===== config.mk =====
export PLATFORM = sky130hd
export DESIGN_NAME = axi_cache_bridge_flat
export DESIGN_NICKNAME = d
export VERILOG_FILES = /design/src/rtl/axi_cache_bridge_if.sv /design/src/rtl/axi_cache_bridge.sv /design/src/flat_wrapper.sv
export SDC_FILE = /design/constraint.sdc
export NUM_CORES = 1
export LEC_CHECK = 0
export BUFFER_PORTS_ARGS = -buffer_cell sky130_fd_sc_hd__buf_2
export CELL_PAD_IN_SITES_DETAIL_PLACEMENT = 1
export CELL_PAD_IN_SITES_GLOBAL_PLACEMENT = 1
export CORE_AREA = 2 2 278 280
export DETAILED_ROUTE_END_ITERATION = 7
export DIE_AREA = 0 0 280 282
export GPL_TIMING_DRIVEN = 0
export HOLD_SLACK_MARGIN = 0.05
export MAX_ROUTING_LAYER = met4
export PLACE_DENSITY_LB_ADDON = 0.1
export SYNTH_ARGS = -nofsm -noshare
export SYNTH_HDL_FRONTEND = slang
export SYNTH_SLANG_ARGS = --single-unit

===== constraint.sdc =====
create_clock -name clk -period 4 [get_ports clk]
set_clock_uncertainty 0.1 [all_clocks]
set_input_delay 0 -clock clk [delete_from_list [all_inputs] [get_ports clk]]
set_output_delay 0 -clock clk [all_outputs]
set_load 0.005 [all_outputs]

===== src/rtl/axi_cache_bridge_if.sv =====
// AXI3 master bus (32-bit data, 4-bit ids) between the cache bridge and the crossbar.
interface axi_cache_bridge_if;
   logic [3:0]  arid;
   logic [31:0] araddr;
   logic [7:0]  arlen;
   logic [2:0]  arsize;
   logic [1:0]  arburst;
   logic [1:0]  arlock;
   logic [3:0]  arcache;
   logic [2:0]  arprot;
   logic        arvalid;
   logic        arready;
   logic [3:0]  rid;
   logic [31:0] rdata;
   logic [1:0]  rresp;
   logic        rlast;
   logic        rvalid;
   logic        rready;
   logic [3:0]  awid;
   logic [31:0] awaddr;
   logic [7:0]  awlen;
   logic [2:0]  awsize;
   logic [1:0]  awburst;
   logic [1:0]  awlock;
   logic [3:0]  awcache;
   logic [2:0]  awprot;
   logic        awvalid;
   logic        awready;
   logic [3:0]  wid;
   logic [31:0] wdata;
   logic [3:0]  wstrb;
   logic        wlast;
   logic        wvalid;
   logic        wready;
   logic [3:0]  bid;
   logic [1:0]  bresp;
   logic        bvalid;
   logic        bready;

   modport master (
      output arid, araddr, arlen, arsize, arburst, arlock, arcache, arprot, arvalid,
      input  arready,
      input  rid, rdata, rresp, rlast, rvalid,
      output rready,
      output awid, awaddr, awlen, awsize, awburst, awlock, awcache, awprot, awvalid,
      input  awready,
      output wid, wdata, wstrb, wlast, wvalid,
      input  wready,
      input  bid, bresp, bvalid,
      output bready
   );

   modport slave (
      input  arid, araddr, arlen, arsize, arburst, arlock, arcache, arprot, arvalid,
      output arready,
      output rid, rdata, rresp, rlast, rvalid,
      input  rready,
      input  awid, awaddr, awlen, awsize, awburst, awlock, awcache, awprot, awvalid,
      output awready,
      input  wid, wdata, wstrb, wlast, wvalid,
      output wready,
      output bid, bresp, bvalid,
      input  bready
   );
endinterface


===== src/rtl/axi_cache_bridge.sv =====
// I/D cache to AXI3 bridge: one outstanding read per cache port, concurrent AW/W writes.
// Optional RAW line hazard check enabled by defining AXI_BRIDGE_RAW_CHECK_EN.
module axi_cache_bridge_rd_lane #(
   parameter int LINE_WORDS = 4,
   parameter int CW         = 2
) (
   input  logic                        clk,
   input  logic                        resetn,
   input  logic                        accept,
   input  logic                        beat,
   input  logic                        last,
   input  logic [31:0]                 rdata,
   output logic                        busy,
   output logic                        ret_valid,
   output logic [LINE_WORDS-1:0][31:0] line
);
   logic [CW-1:0] cnt;

   always_ff @(posedge clk or negedge resetn) begin
      if (!resetn) begin
         busy      <= 1'b0;
         ret_valid <= 1'b0;
         cnt       <= '0;
         line      <= '0;
      end else begin
         ret_valid <= beat && last;
         if (beat) begin
            line[cnt] <= rdata;
            if (last) begin
               cnt  <= '0;
               busy <= 1'b0;
            end else begin
               cnt <= cnt + 1'b1;
            end
         end
         if (accept) busy <= 1'b1;
      end
   end
endmodule

module axi_cache_bridge #(
   parameter int LINE_WORDS = 4,
   localparam int LW        = 32*LINE_WORDS
) (
   input  logic            clk,
   input  logic            resetn,
   input  logic            inst_rd_req,
   input  logic [2:0]      inst_rd_type,
   input  logic [31:0]     inst_rd_addr,
   output logic            inst_rd_rdy,
   output logic            inst_ret_valid,
   output logic [LW-1:0]   inst_ret_data,
   input  logic            data_rd_req,
   input  logic [2:0]      data_rd_type,
   input  logic [31:0]     data_rd_addr,
   input  logic [2:0]      data_rd_size,
   output logic            data_rd_rdy,
   output logic            data_ret_valid,
   output logic [LW-1:0]   data_ret_data,
   input  logic            data_wr_req,
   input  logic [2:0]      data_wr_type,
   input  logic [31:0]     data_wr_addr,
   input  logic [2:0]      data_wr_size,
   input  logic [3:0]      data_wr_wstrb,
   input  logic [LW-1:0]   data_wr_data,
   output logic            data_wr_rdy,
   output logic            data_wr_ok,
   axi_cache_bridge_if.master axi
);
   localparam int         CW       = $clog2(LINE_WORDS);
   localparam int         L        = $clog2(4*LINE_WORDS);
   localparam logic [7:0] LEN_LINE = 8'(LINE_WORDS-1);
   localparam logic [2:0] T_LINE   = 3'b100;

   typedef enum logic       {AR_IDLE, AR_SEND} ar_state_t;
   typedef enum logic [1:0] {W_IDLE, W_SEND, W_RESP} w_state_t;

   ar_state_t ar_state, ar_next;
   w_state_t  w_state, w_next;

   logic [1:0] busy, ret_v, rd_acc, beat;
   logic [1:0][LINE_WORDS-1:0][31:0] lines;
   logic inst_acc, data_acc, wr_acc, raw_block;

   logic        ar_id;
   logic [31:0] ar_addr;
   logic [7:0]  ar_len;
   logic [2:0]  ar_size;

   logic [31:0] w_addr;
   logic [7:0]  w_len;
   logic [2:0]  w_size;
   logic [3:0]  w_strb;
   logic [LINE_WORDS-1:0][31:0] w_line;
   logic [CW-1:0] wcnt;
   logic aw_pend, w_pend, w_last, wr_ok;

   // ---------------- read request channel ----------------
   assign data_rd_rdy = resetn && (ar_state == AR_IDLE) && !busy[1] && !raw_block;
   assign data_acc    = data_rd_req && data_rd_rdy;
   // data has priority; inst is held off in any cycle data is taken
   assign inst_rd_rdy = resetn && (ar_state == AR_IDLE) && !busy[0] && !data_acc;
   assign inst_acc    = inst_rd_req && inst_rd_rdy;
   assign rd_acc      = {data_acc, inst_acc};

   always_ff @(posedge clk or negedge resetn) begin
      if (!resetn) ar_state <= AR_IDLE;
      else         ar_state <= ar_next;
   end

   always_comb begin
      ar_next = ar_state;
      case (ar_state)
         AR_IDLE: if (data_acc || inst_acc) ar_next = AR_SEND;
         AR_SEND: if (axi.arready)          ar_next = AR_IDLE;
         default: ar_next = AR_IDLE;
      endcase
   end

   always_ff @(posedge clk or negedge resetn) begin
      if (!resetn) begin
         ar_id   <= 1'b0;
         ar_addr <= '0;
         ar_len  <= '0;
         ar_size <= '0;
      end else if (data_acc) begin
         ar_id   <= 1'b1;
         ar_addr <= data_rd_addr;
         ar_len  <= (data_rd_type == T_LINE) ? LEN_LINE : 8'd0;
         ar_size <= (data_rd_type == T_LINE) ? 3'd2 : data_rd_size;
      end else if (inst_acc) begin
         ar_id   <= 1'b0;
         ar_addr <= inst_rd_addr;
         ar_len  <= (inst_rd_type == T_LINE) ? LEN_LINE : 8'd0;
         ar_size <= 3'd2;
      end
   end

   assign axi.arid    = {3'b000, ar_id};
   assign axi.araddr  = ar_addr;
   assign axi.arlen   = ar_len;
   assign axi.arsize  = ar_size;
   assign axi.arburst = 2'b01;
   assign axi.arlock  = 2'b00;
   assign axi.arcache = 4'h0;
   assign axi.arprot  = 3'b000;
   assign axi.arvalid = (ar_state == AR_SEND);

   // ---------------- read data channel ----------------
   assign axi.rready = resetn;

   for (genvar i = 0; i < 2; i++) begin : g_lane
      assign beat[i] = axi.rvalid && axi.rready && (axi.rid[0] == (i == 1));
      axi_cache_bridge_rd_lane #(.LINE_WORDS(LINE_WORDS), .CW(CW)) u_lane (
         .clk       (clk),
         .resetn    (resetn),
         .accept    (rd_acc[i]),
         .beat      (beat[i]),
         .last      (axi.rlast),
         .rdata     (axi.rdata),
         .busy      (busy[i]),
         .ret_valid (ret_v[i]),
         .line      (lines[i])
      );
   end

   assign inst_ret_valid = ret_v[0];
   assign data_ret_valid = ret_v[1];
   assign inst_ret_data  = lines[0];
   assign data_ret_data  = lines[1];

   // ---------------- write channel ----------------
   assign data_wr_rdy = resetn && (w_state == W_IDLE);
   assign wr_acc      = data_wr_req && data_wr_rdy;
   assign w_last      = (8'(wcnt) == w_len);

   always_ff @(posedge clk or negedge resetn) begin
      if (!resetn) w_state <= W_IDLE;
      else         w_state <= w_next;
   end

   always_comb begin
      w_next = w_state;
      case (w_state)
         W_IDLE: if (wr_acc) w_next = W_SEND;
         // AW and last W may finish in either order or together
         W_SEND: if ((!aw_pend || axi.awready) && (!w_pend || (axi.wready && w_last)))
                    w_next = W_RESP;
         W_RESP: if (axi.bvalid) w_next = W_IDLE;
         default: w_next = W_IDLE;
      endcase
   end

   always_ff @(posedge clk or negedge resetn) begin
      if (!resetn) begin
         w_addr  <= '0;
         w_len   <= '0;
         w_size  <= '0;
         w_strb  <= '0;
         w_line  <= '0;
         wcnt    <= '0;
         aw_pend <= 1'b0;
         w_pend  <= 1'b0;
         wr_ok   <= 1'b0;
      end else begin
         wr_ok <= (w_state == W_RESP) && axi.bvalid;
         if (wr_acc) begin
            w_addr  <= data_wr_addr;
            w_line  <= data_wr_data;
            wcnt    <= '0;
            aw_pend <= 1'b1;
            w_pend  <= 1'b1;
            w_len   <= (data_wr_type == T_LINE) ? LEN_LINE : 8'd0;
            w_size  <= (data_wr_type == T_LINE) ? 3'd2 : data_wr_size;
            w_strb  <= (data_wr_type == T_LINE) ? 4'hF : data_wr_wstrb;
         end else begin
            if (aw_pend && axi.awready) aw_pend <= 1'b0;
            if (w_pend && axi.wready) begin
               if (w_last) w_pend <= 1'b0;
               else        wcnt   <= wcnt + 1'b1;
            end
         end
      end
   end

   assign axi.awid    = 4'd1;
   assign axi.awaddr  = w_addr;
   assign axi.awlen   = w_len;
   assign axi.awsize  = w_size;
   assign axi.awburst = 2'b01;
   assign axi.awlock  = 2'b00;
   assign axi.awcache = 4'h0;
   assign axi.awprot  = 3'b000;
   assign axi.awvalid = aw_pend;
   assign axi.wid     = 4'd1;
   assign axi.wdata   = w_line[wcnt];
   assign axi.wstrb   = w_strb;
   assign axi.wlast   = w_pend && w_last;
   assign axi.wvalid  = w_pend;
   assign axi.bready  = (w_state == W_RESP);
   assign data_wr_ok  = wr_ok;

   // ---------------- read-after-write hazard ----------------
`ifdef AXI_BRIDGE_RAW_CHECK_EN
   logic [31-L:0] wr_line_addr;
   // while idle the incoming write's line is the one to compare against
   assign wr_line_addr = (w_state == W_IDLE) ? data_wr_addr[31:L] : w_addr[31:L];
   assign raw_block    = ((w_state != W_IDLE) || wr_acc) && (data_rd_addr[31:L] == wr_line_addr);
`else
   assign raw_block = 1'b0;
`endif

   logic unused_ok;
   assign unused_ok = ^{axi.rid[3:1], axi.rresp, axi.bid, axi.bresp};
endmodule


===== src/flat_wrapper.sv =====
// flat-port wrapper written by rule: the top's interface ports become plain ports
module axi_cache_bridge_flat 
#(
   parameter int LINE_WORDS = 4,
   localparam int LW        = 32*LINE_WORDS
)
  (clk, resetn, inst_rd_req, inst_rd_type, inst_rd_addr, inst_rd_rdy, inst_ret_valid, inst_ret_data, data_rd_req, data_rd_type, data_rd_addr, data_rd_size, data_rd_rdy, data_ret_valid, data_ret_data, data_wr_req, data_wr_type, data_wr_addr, data_wr_size, data_wr_wstrb, data_wr_data, data_wr_rdy, data_wr_ok, axi_arid, axi_araddr, axi_arlen, axi_arsize, axi_arburst, axi_arlock, axi_arcache, axi_arprot, axi_arvalid, axi_arready, axi_rid, axi_rdata, axi_rresp, axi_rlast, axi_rvalid, axi_rready, axi_awid, axi_awaddr, axi_awlen, axi_awsize, axi_awburst, axi_awlock, axi_awcache, axi_awprot, axi_awvalid, axi_awready, axi_wid, axi_wdata, axi_wstrb, axi_wlast, axi_wvalid, axi_wready, axi_bid, axi_bresp, axi_bvalid, axi_bready);
  axi_cache_bridge_if axi_i ();
  input  logic clk;
  input  logic resetn;
  input  logic inst_rd_req;
  input  logic [2:0] inst_rd_type;
  input  logic [31:0] inst_rd_addr;
  output logic inst_rd_rdy;
  output logic inst_ret_valid;
  output logic [LW-1:0] inst_ret_data;
  input  logic data_rd_req;
  input  logic [2:0] data_rd_type;
  input  logic [31:0] data_rd_addr;
  input  logic [2:0] data_rd_size;
  output logic data_rd_rdy;
  output logic data_ret_valid;
  output logic [LW-1:0] data_ret_data;
  input  logic data_wr_req;
  input  logic [2:0] data_wr_type;
  input  logic [31:0] data_wr_addr;
  input  logic [2:0] data_wr_size;
  input  logic [3:0] data_wr_wstrb;
  input  logic [LW-1:0] data_wr_data;
  output logic data_wr_rdy;
  output logic data_wr_ok;
  output wire logic [$bits(axi_i.arid)-1:0] axi_arid;
  output wire logic [$bits(axi_i.araddr)-1:0] axi_araddr;
  output wire logic [$bits(axi_i.arlen)-1:0] axi_arlen;
  output wire logic [$bits(axi_i.arsize)-1:0] axi_arsize;
  output wire logic [$bits(axi_i.arburst)-1:0] axi_arburst;
  output wire logic [$bits(axi_i.arlock)-1:0] axi_arlock;
  output wire logic [$bits(axi_i.arcache)-1:0] axi_arcache;
  output wire logic [$bits(axi_i.arprot)-1:0] axi_arprot;
  output wire logic [$bits(axi_i.arvalid)-1:0] axi_arvalid;
  input wire logic [$bits(axi_i.arready)-1:0] axi_arready;
  input wire logic [$bits(axi_i.rid)-1:0] axi_rid;
  input wire logic [$bits(axi_i.rdata)-1:0] axi_rdata;
  input wire logic [$bits(axi_i.rresp)-1:0] axi_rresp;
  input wire logic [$bits(axi_i.rlast)-1:0] axi_rlast;
  input wire logic [$bits(axi_i.rvalid)-1:0] axi_rvalid;
  output wire logic [$bits(axi_i.rready)-1:0] axi_rready;
  output wire logic [$bits(axi_i.awid)-1:0] axi_awid;
  output wire logic [$bits(axi_i.awaddr)-1:0] axi_awaddr;
  output wire logic [$bits(axi_i.awlen)-1:0] axi_awlen;
  output wire logic [$bits(axi_i.awsize)-1:0] axi_awsize;
  output wire logic [$bits(axi_i.awburst)-1:0] axi_awburst;
  output wire logic [$bits(axi_i.awlock)-1:0] axi_awlock;
  output wire logic [$bits(axi_i.awcache)-1:0] axi_awcache;
  output wire logic [$bits(axi_i.awprot)-1:0] axi_awprot;
  output wire logic [$bits(axi_i.awvalid)-1:0] axi_awvalid;
  input wire logic [$bits(axi_i.awready)-1:0] axi_awready;
  output wire logic [$bits(axi_i.wid)-1:0] axi_wid;
  output wire logic [$bits(axi_i.wdata)-1:0] axi_wdata;
  output wire logic [$bits(axi_i.wstrb)-1:0] axi_wstrb;
  output wire logic [$bits(axi_i.wlast)-1:0] axi_wlast;
  output wire logic [$bits(axi_i.wvalid)-1:0] axi_wvalid;
  input wire logic [$bits(axi_i.wready)-1:0] axi_wready;
  input wire logic [$bits(axi_i.bid)-1:0] axi_bid;
  input wire logic [$bits(axi_i.bresp)-1:0] axi_bresp;
  input wire logic [$bits(axi_i.bvalid)-1:0] axi_bvalid;
  output wire logic [$bits(axi_i.bready)-1:0] axi_bready;
  assign axi_arid = axi_i.arid;
  assign axi_araddr = axi_i.araddr;
  assign axi_arlen = axi_i.arlen;
  assign axi_arsize = axi_i.arsize;
  assign axi_arburst = axi_i.arburst;
  assign axi_arlock = axi_i.arlock;
  assign axi_arcache = axi_i.arcache;
  assign axi_arprot = axi_i.arprot;
  assign axi_arvalid = axi_i.arvalid;
  assign axi_i.arready = axi_arready;
  assign axi_i.rid = axi_rid;
  assign axi_i.rdata = axi_rdata;
  assign axi_i.rresp = axi_rresp;
  assign axi_i.rlast = axi_rlast;
  assign axi_i.rvalid = axi_rvalid;
  assign axi_rready = axi_i.rready;
  assign axi_awid = axi_i.awid;
  assign axi_awaddr = axi_i.awaddr;
  assign axi_awlen = axi_i.awlen;
  assign axi_awsize = axi_i.awsize;
  assign axi_awburst = axi_i.awburst;
  assign axi_awlock = axi_i.awlock;
  assign axi_awcache = axi_i.awcache;
  assign axi_awprot = axi_i.awprot;
  assign axi_awvalid = axi_i.awvalid;
  assign axi_i.awready = axi_awready;
  assign axi_wid = axi_i.wid;
  assign axi_wdata = axi_i.wdata;
  assign axi_wstrb = axi_i.wstrb;
  assign axi_wlast = axi_i.wlast;
  assign axi_wvalid = axi_i.wvalid;
  assign axi_i.wready = axi_wready;
  assign axi_i.bid = axi_bid;
  assign axi_i.bresp = axi_bresp;
  assign axi_i.bvalid = axi_bvalid;
  assign axi_bready = axi_i.bready;
  axi_cache_bridge #(.LINE_WORDS(LINE_WORDS)) u_core (.clk(clk), .resetn(resetn), .inst_rd_req(inst_rd_req), .inst_rd_type(inst_rd_type), .inst_rd_addr(inst_rd_addr), .inst_rd_rdy(inst_rd_rdy), .inst_ret_valid(inst_ret_valid), .inst_ret_data(inst_ret_data), .data_rd_req(data_rd_req), .data_rd_type(data_rd_type), .data_rd_addr(data_rd_addr), .data_rd_size(data_rd_size), .data_rd_rdy(data_rd_rdy), .data_ret_valid(data_ret_valid), .data_ret_data(data_ret_data), .data_wr_req(data_wr_req), .data_wr_type(data_wr_type), .data_wr_addr(data_wr_addr), .data_wr_size(data_wr_size), .data_wr_wstrb(data_wr_wstrb), .data_wr_data(data_wr_data), .data_wr_rdy(data_wr_rdy), .data_wr_ok(data_wr_ok), .axi(axi_i));
endmodule

---- Word level (Yosys, flattened, before mapping) ----
Index checks and enable logic that the tools add are counted.
W data, S select, Z words.
cells by class
  $add $sub $neg .......................... 3
  magnitude comparators ................... 5
  equality and inequality tests ........... 10
  muxes and demuxes ....................... 44
  bitwise gates (word level) .............. 2
  reductions and logical operators ........ 43
operator list
  kind                   number
  $bwmux W128            2
  $mux W32               5
  $demux W32 S2          2
  $bmux W32 S2           1
  $mux W2                11
  $logic_and A1 B1 Y1    21
  $mux W8                2
  $reduce_bool A2 Y1     8
  $mux W1                14
  $mux W3                4
  $eq A3 B3 Y1 const B   3
  $lt A2 B3 Y1 const B   3
  $eq A2 B8 Y1           1
  $reduce_and A2 Y1      4
  $add A2 B1 Y2 const B  3
  $ne A2 B1 Y1 const B   3
  $pmux W2 S3            1
  $logic_not A1 Y1       5
  $ge A2 B1 Y1 const B   2
  $mux W4                1
  $logic_or A1 B1 Y1     3
  $reduce_and A3 Y1      1
  $eq A2 B1 Y1 const B   1
  $eq A2 B2 Y1 const B   1
  other kinds (4)        5
word-level totals
  flip-flop bits (word level) ............. 491
  input port bits ......................... 298
  output and inout bits ................... 424
  word-level logic and storage cells ...... 139

---- Longest topological paths before layout ----
  depth in word-level cells ............... 10
  mapped depth ............................ 6
  mapped depth without buffers ............ 4

---- Modules after synthesis ----
A second synthesis with hierarchy kept.
unflattened totals
  cell total of the unflattened synthesis .. 1219
  area total of the unflattened synthesis .. 20006.7 sq um
modules (own cells, without submodules)
  module                                              times used  cells an instance  area each (sq um)  sequential area each (sq um)
  axi_cache_bridge                                    1           639                9937.0             5330.1
  axi_cache_bridge_rd_lane (u_core.g_lane[1].u_lane)  1           290                5038.6             3303.2
  axi_cache_bridge_rd_lane (u_core.g_lane[0].u_lane)  1           290                5031.1             3303.2

---- Worst setup path after synthesis ----
No wires, ideal clock.
  kind .................................... flip-flop to flip-flop
  start ................................... register u_core.ar_state, in the netlist u_core.axi.arvalid
  end ..................................... register u_core.ar_addr[4], in the netlist u_core.axi.araddr[4]
  library setup time ...................... 125 ps
  arrival time ............................ 1607 ps
  data required time ...................... 3775 ps
  slack ................................... 2169 ps
  stages on the path, launching flop included .. 6
  path buffers ............................ 2
  period minus slack after synthesis ...... 1831 ps
  cell sequence ........................... dfrtp_1 nor4bb_1 buf_6 buf_8 mux2_2 mux2_2
between the ends
  word-level cells in the longest chain between the ends .. 8
  elaborated cells between the ends (all ways) .. 10
  classes of those cells .................. 1 x mux; 1 x bitwise; 8 x reduce/logical
RTL lines
  what                          RTL line                                         text
  start, declared               axi_cache_bridge.sv:78                           ar_state_t ar_state, ar_next;
  start signal, assigned        axi_cache_bridge.sv:108                          else ar_state <= ar_next;
  $not A1 Y1 *                  axi_cache_bridge.sv:99, axi_cache_bridge.sv:102
  $logic_and A1 B1 Y1 *         axi_cache_bridge.sv:99, axi_cache_bridge.sv:102
  $logic_and A1 B1 Y1           axi_cache_bridge.sv:99                           assign data_rd_rdy = resetn && (ar_state == AR_IDLE) && !busy[1] && !raw_block;
  $logic_and A1 B1 Y1           axi_cache_bridge.sv:100                          assign data_acc = data_rd_req && data_rd_rdy;
  $logic_not A1 Y1              axi_cache_bridge.sv:102                          assign inst_rd_rdy = resetn && (ar_state == AR_IDLE) && !busy[0] && !data_acc;
  $logic_and A1 B1 Y1           axi_cache_bridge.sv:102
  $logic_and A1 B1 Y1           axi_cache_bridge.sv:103                          assign inst_acc = inst_rd_req && inst_rd_rdy;
  $reduce_bool A2 Y1 (no line)  -
  end signal, assigned          axi_cache_bridge.sv:128                          ar_addr <= data_rd_addr;
  end signal, assigned          axi_cache_bridge.sv:133                          ar_addr <= inst_rd_addr;
  end, declared                 axi_cache_bridge.sv:86                           logic [31:0] ar_addr;
Every way passes the cells marked *; elsewhere a longest branch is shown, timed or not.
A chain may end at the register's enable or synchronous reset.

---- Final worst setup path ----
  start ................................... input port resetn
  end ..................................... register u_core.ar_addr[22], in the netlist u_core.axi.araddr[22]
between the ends
  word-level cells in the longest chain between the ends .. 7
  elaborated cells between the ends (all ways) .. 9
  classes of those cells .................. 1 x mux; 8 x reduce/logical
RTL lines
  what                          RTL line                                         text
  start, declared               flat_wrapper.sv:10                               input logic resetn;
  $logic_and A1 B1 Y1 *         axi_cache_bridge.sv:99, axi_cache_bridge.sv:102
  $logic_and A1 B1 Y1           axi_cache_bridge.sv:99
  $logic_and A1 B1 Y1           axi_cache_bridge.sv:100
  $logic_not A1 Y1              axi_cache_bridge.sv:102
  $logic_and A1 B1 Y1           axi_cache_bridge.sv:102
  $logic_and A1 B1 Y1           axi_cache_bridge.sv:103
  $reduce_bool A2 Y1 (no line)  -
Marks and branches as above.

==> out/metrics.yaml <==
pwr:
  p_total_mw: 21.1
  powerDensity_nw_per_um2: 679
  vdd_drop_max_mv: 0.397
  p_leak_nw: 15.0
timing:
  fin_crit_ns: 3.66
  hold_slack_ns: 0.0856
  min_period_over_period_pct: 91.4
  slew_headroom_pct: 49.6
  drv_slew: 0
  tightest_slew_ns: 0.756
  rsz0062_at_grt: "no"
  hold_viol: 0
  fmax_ghz: 0.274
  finalSetupViolCount: 0
detailed_routing:
  wl_met2_mm: 37.5
  drc: 0
  wl_met3_mm: 4.20
  routedWlPerCell_microns: 20.9
  viasPerCell: 4.28
  routed.top_layer: "met4"
  num_vias: 14700
  drt-pass1-iter-count: 6
  wl_met1_mm: 27.5
  drtIter0Drc: 361
  ant_nets: 0
  wl_mm: 71.7
yosys:
  synth.ff_latch_count: 477
  synth_cell_types: 47
  ys_seq_area_share_pct: 59.3
  ys.flop_type: "dfrtp_1"
  syn-cell-area_sq_um: 20100
  yosys_warnings: 0
  postSynthCellCount: 1215
  synth_edf_count: 0
  async_flop_share_pct: 100
  postSynthAreaPerCell_sq_um: 16.6
setup_path:
  cp_cell_sequence: "dlygate4sd3_1 -> dlygate4sd3_1 -> buf_8 -> buf_16 -> buf_16 -> nor4bb_1 -> buf_6 -> buf_8 -> mux2_2 -> dlygate4sd3_1 -> mux2_4"
  critical_path_class: "primary input to flip-flop"
  cp-end-kind: "flip-flop"
  cp_slowest_cell: "dlygate4sd3_1"
  slowest_delay_ns: 0.58
  critPathMostFrequentCell: "dlygate4sd3_1"
  cp_max_fo: 107
  cp-start-kind: "primary input"
  worst_ep_arrival_time_ns: 4.04
  critPathRequiredTime_ns: 4.39
clocking:
  clkTransAtPathRegs_ns: 0.06
  clk_latency_ns: 0.61
  cts-root-buf: "clkbuf_16"
  cts_inserted_buffers: 58
  clock_sink_count: 477
  htreeDepth: 2
  clockBufferDepth: 3
  ctsResizeCount: 0
  tritoncts: "built"
grt:
  grt_max_degree: 120
  antenna_found_initial: 12
  grt_overflow: 0
  grt_pass1_wl_mm: 106
  grt_usage_pct: 18.4
  grt_pass1_vias: 16800
die:
  start_util_pct: 26.6
  coreArea_sq_um: 75700
  ios: 722
  rows: 101
  die_area_sq_um: 79000
  die_h_microns: 282
  die_x_microns: 280
finish:
  nets: 2709
  area_growth_pct: 54.6
  fill_cells: 8013
  drive_gt1_share_pct: 56.7
place:
  io_buffers: 665
  place_congestion: 0.802
  dpl.hpwl_mm: 51.7
status:
  status: "completed"
hold_path:
  hold_class: "primary input to flip-flop"
job:
  max-cap-violations: 0
==> cells in the mapped netlist (3+ instances only) <==
library cell  number  area (sq um)
mux4_2            32           721
buf_6             28           315
dfrtp_1          477         11900
nand2_2            4          25.0
buf_2             23           115
inv_1             15          56.3
mux2_4           107          1610
o21ai_0            7          35.0
mux2_1            19           214
a31oi_1            3          18.8
buf_8              3          45.0
buf_4             54           405
nor2_1            13          48.8
mux2_2           358          4030
a21oi_1            7          35.0
and2_1             4          25.0
a21o_1             3          22.5
nor3b_1            4          30.0
nand3_1            3          15.0
nand2_1            5          18.8
nand2_4            4          45.0
nor3_1             3          15.0
ha_1               8           100
==> power breakdown <==
| group | switching, mW | internal, mW | total (mW) | leakage (nW) |
|---|---|---|---|---|
| Combinational | 3.09 | 4.39 | 7.48 | 8.26 |
| Clock | 2.15 | 3.20 | 5.35 | 0.967 |
| Sequential | 1.18 | 7.09 | 8.27 | 5.78 |
| Total | 6.42 | 14.7 | 21.1 | 15.0 |
==> per-layer routing <==
layer	vias up	GRT usage [%]
li1	6649	-
met1	7501	20.1
met2	429	32.3
met3	116	4.44
met4	0	6.84
met5	-	-
==> placed cells by master (no fill, tap or decap), types with 4 or more instances in the layout <==
cell	count
buf_16	5
buf_4	54
nand2_1	5
bufinv_16	6
buf_2	687
nand2_4	4
o21ai_0	7
buf_8	4
conb_1	45
dfrtp_1	477
mux2_1	19
nand2_2	4
mux4_2	32
a21oi_1	7
diode_2	12
inv_1	15
buf_6	28
mux2_2	358
ha_1	8
clkbuf_8	7
clkbuf_16	60
dlygate4sd3_1	414
clkbuf_1	7
clkinv_2	18
and2_1	4
nor3b_1	4
nor2_1	13
mux2_4	107
==> metrics by stage <==
step | cell area [sq um] | instances | utilization [%] | TNS (ns) | setup slack (ns)
after floorplan | 20300 | 1258 | - | 0 | 2.17
after global placement | 24800 | 2901 | 32.8 | -6937.95 | -7.76
after detailed placement | 25000 | 2905 | 33.0 | 0 | 0.701
after CTS | 31000 | 3421 | 41.0 | 0 | 0.0635
after global routing | 31100 | 3434 | 41.1 | 0 | 0.0797
final | 31100 | 3434 | 41.1 | 0 | 0.345
==> logic make-up (layout without fill, tap and decap cells) <==
group                      count (synthesis)  count (layout)  synth area share [%]
muxes                                    516             516                  32.7
adders and majority gates                  8               8                 0.498
other                                      2              57                0.0373
AOI/OAI and AO/OA                         29              29                 0.945
DFF                                      477             477                  59.3
and+or+nand+nor                           58              58                  1.83
buffers and inverters                    125            1311                  4.70
==> repair_timing <==
item,CTS,global route
hold endpoints to repair,852,0
setup buffers,0,0
hold buffers,415,0
setup endpoints to repair,0,27
==> state kept, by name, indices dropped and copies added (netlist names), 2 cells and up <==
| signal | flops |
|---|---|
| u_core.axi.awsize | 3 |
| u_core.axi.wstrb | 4 |
| u_core.w_line | 128 |
| u_core.axi.awaddr | 32 |
| u_core.g_lane.u_lane.busy | 2 |
| u_core.w_state | 2 |
| u_core.wcnt | 2 |
| u_core.axi.araddr | 32 |
| u_core.g_lane.u_lane.line | 256 |
| u_core.g_lane.u_lane.ret_valid | 2 |
| u_core.axi.arsize | 3 |
| u_core.g_lane.u_lane.cnt | 4 |
==> worst paths after layout <==
path	startpoint	endpoint	slack [ns]	depth (start not counted)
max in group asynchronous	resetn	u_core.w_line[75]$_DFFE_PN0P_	2.43	5
worst max register to register	u_core.axi.arvalid$_DFF_PN0_	u_core.axi.araddr[22]$_DFFE_PN0P_	1.43	6
worst max-delay path	resetn	u_core.axi.araddr[22]$_DFFE_PN0P_	0.34	11
min in group asynchronous	resetn	u_core.g_lane[0].u_lane.line[20]$_DFFE_PN0P_	0.50	4
worst min-delay path	data_wr_data[15]	u_core.w_line[15]$_DFFE_PN0P_	0.09	3
worst min register to register	u_core.ar_id$_DFFE_PN0P_	u_core.ar_id$_DFFE_PN0P_	0.38	1
==> critical path, delay by kind of cell <==
family | cells | cell delay (ns)
buf+inv | 8 | 2.92
mux | 2 | 0.61
simple gates | 1 | 0.35
==> cell type report <==
| type | count | area [sq um] | area share (%) |
|---|---|---|---|
| Clock inverter | 29 | 325 | 1.05 |
| Buffer | 110 | 888 | 2.86 |
| Clock buffer | 72 | 1600 | 5.13 |
| Sequential cell | 477 | 11900 | 38.4 |
| Timing Repair Buffer | 1085 | 7640 | 24.6 |
| Antenna cell | 12 | 30.0 | 0.0966 |
| Multi-Input combinational cell | 656 | 7400 | 23.8 |
| Inverter | 15 | 56.3 | 0.181 |
| Tap cell | 978 | 1220 | 3.93 |
(Power assumes the default switching activity.)
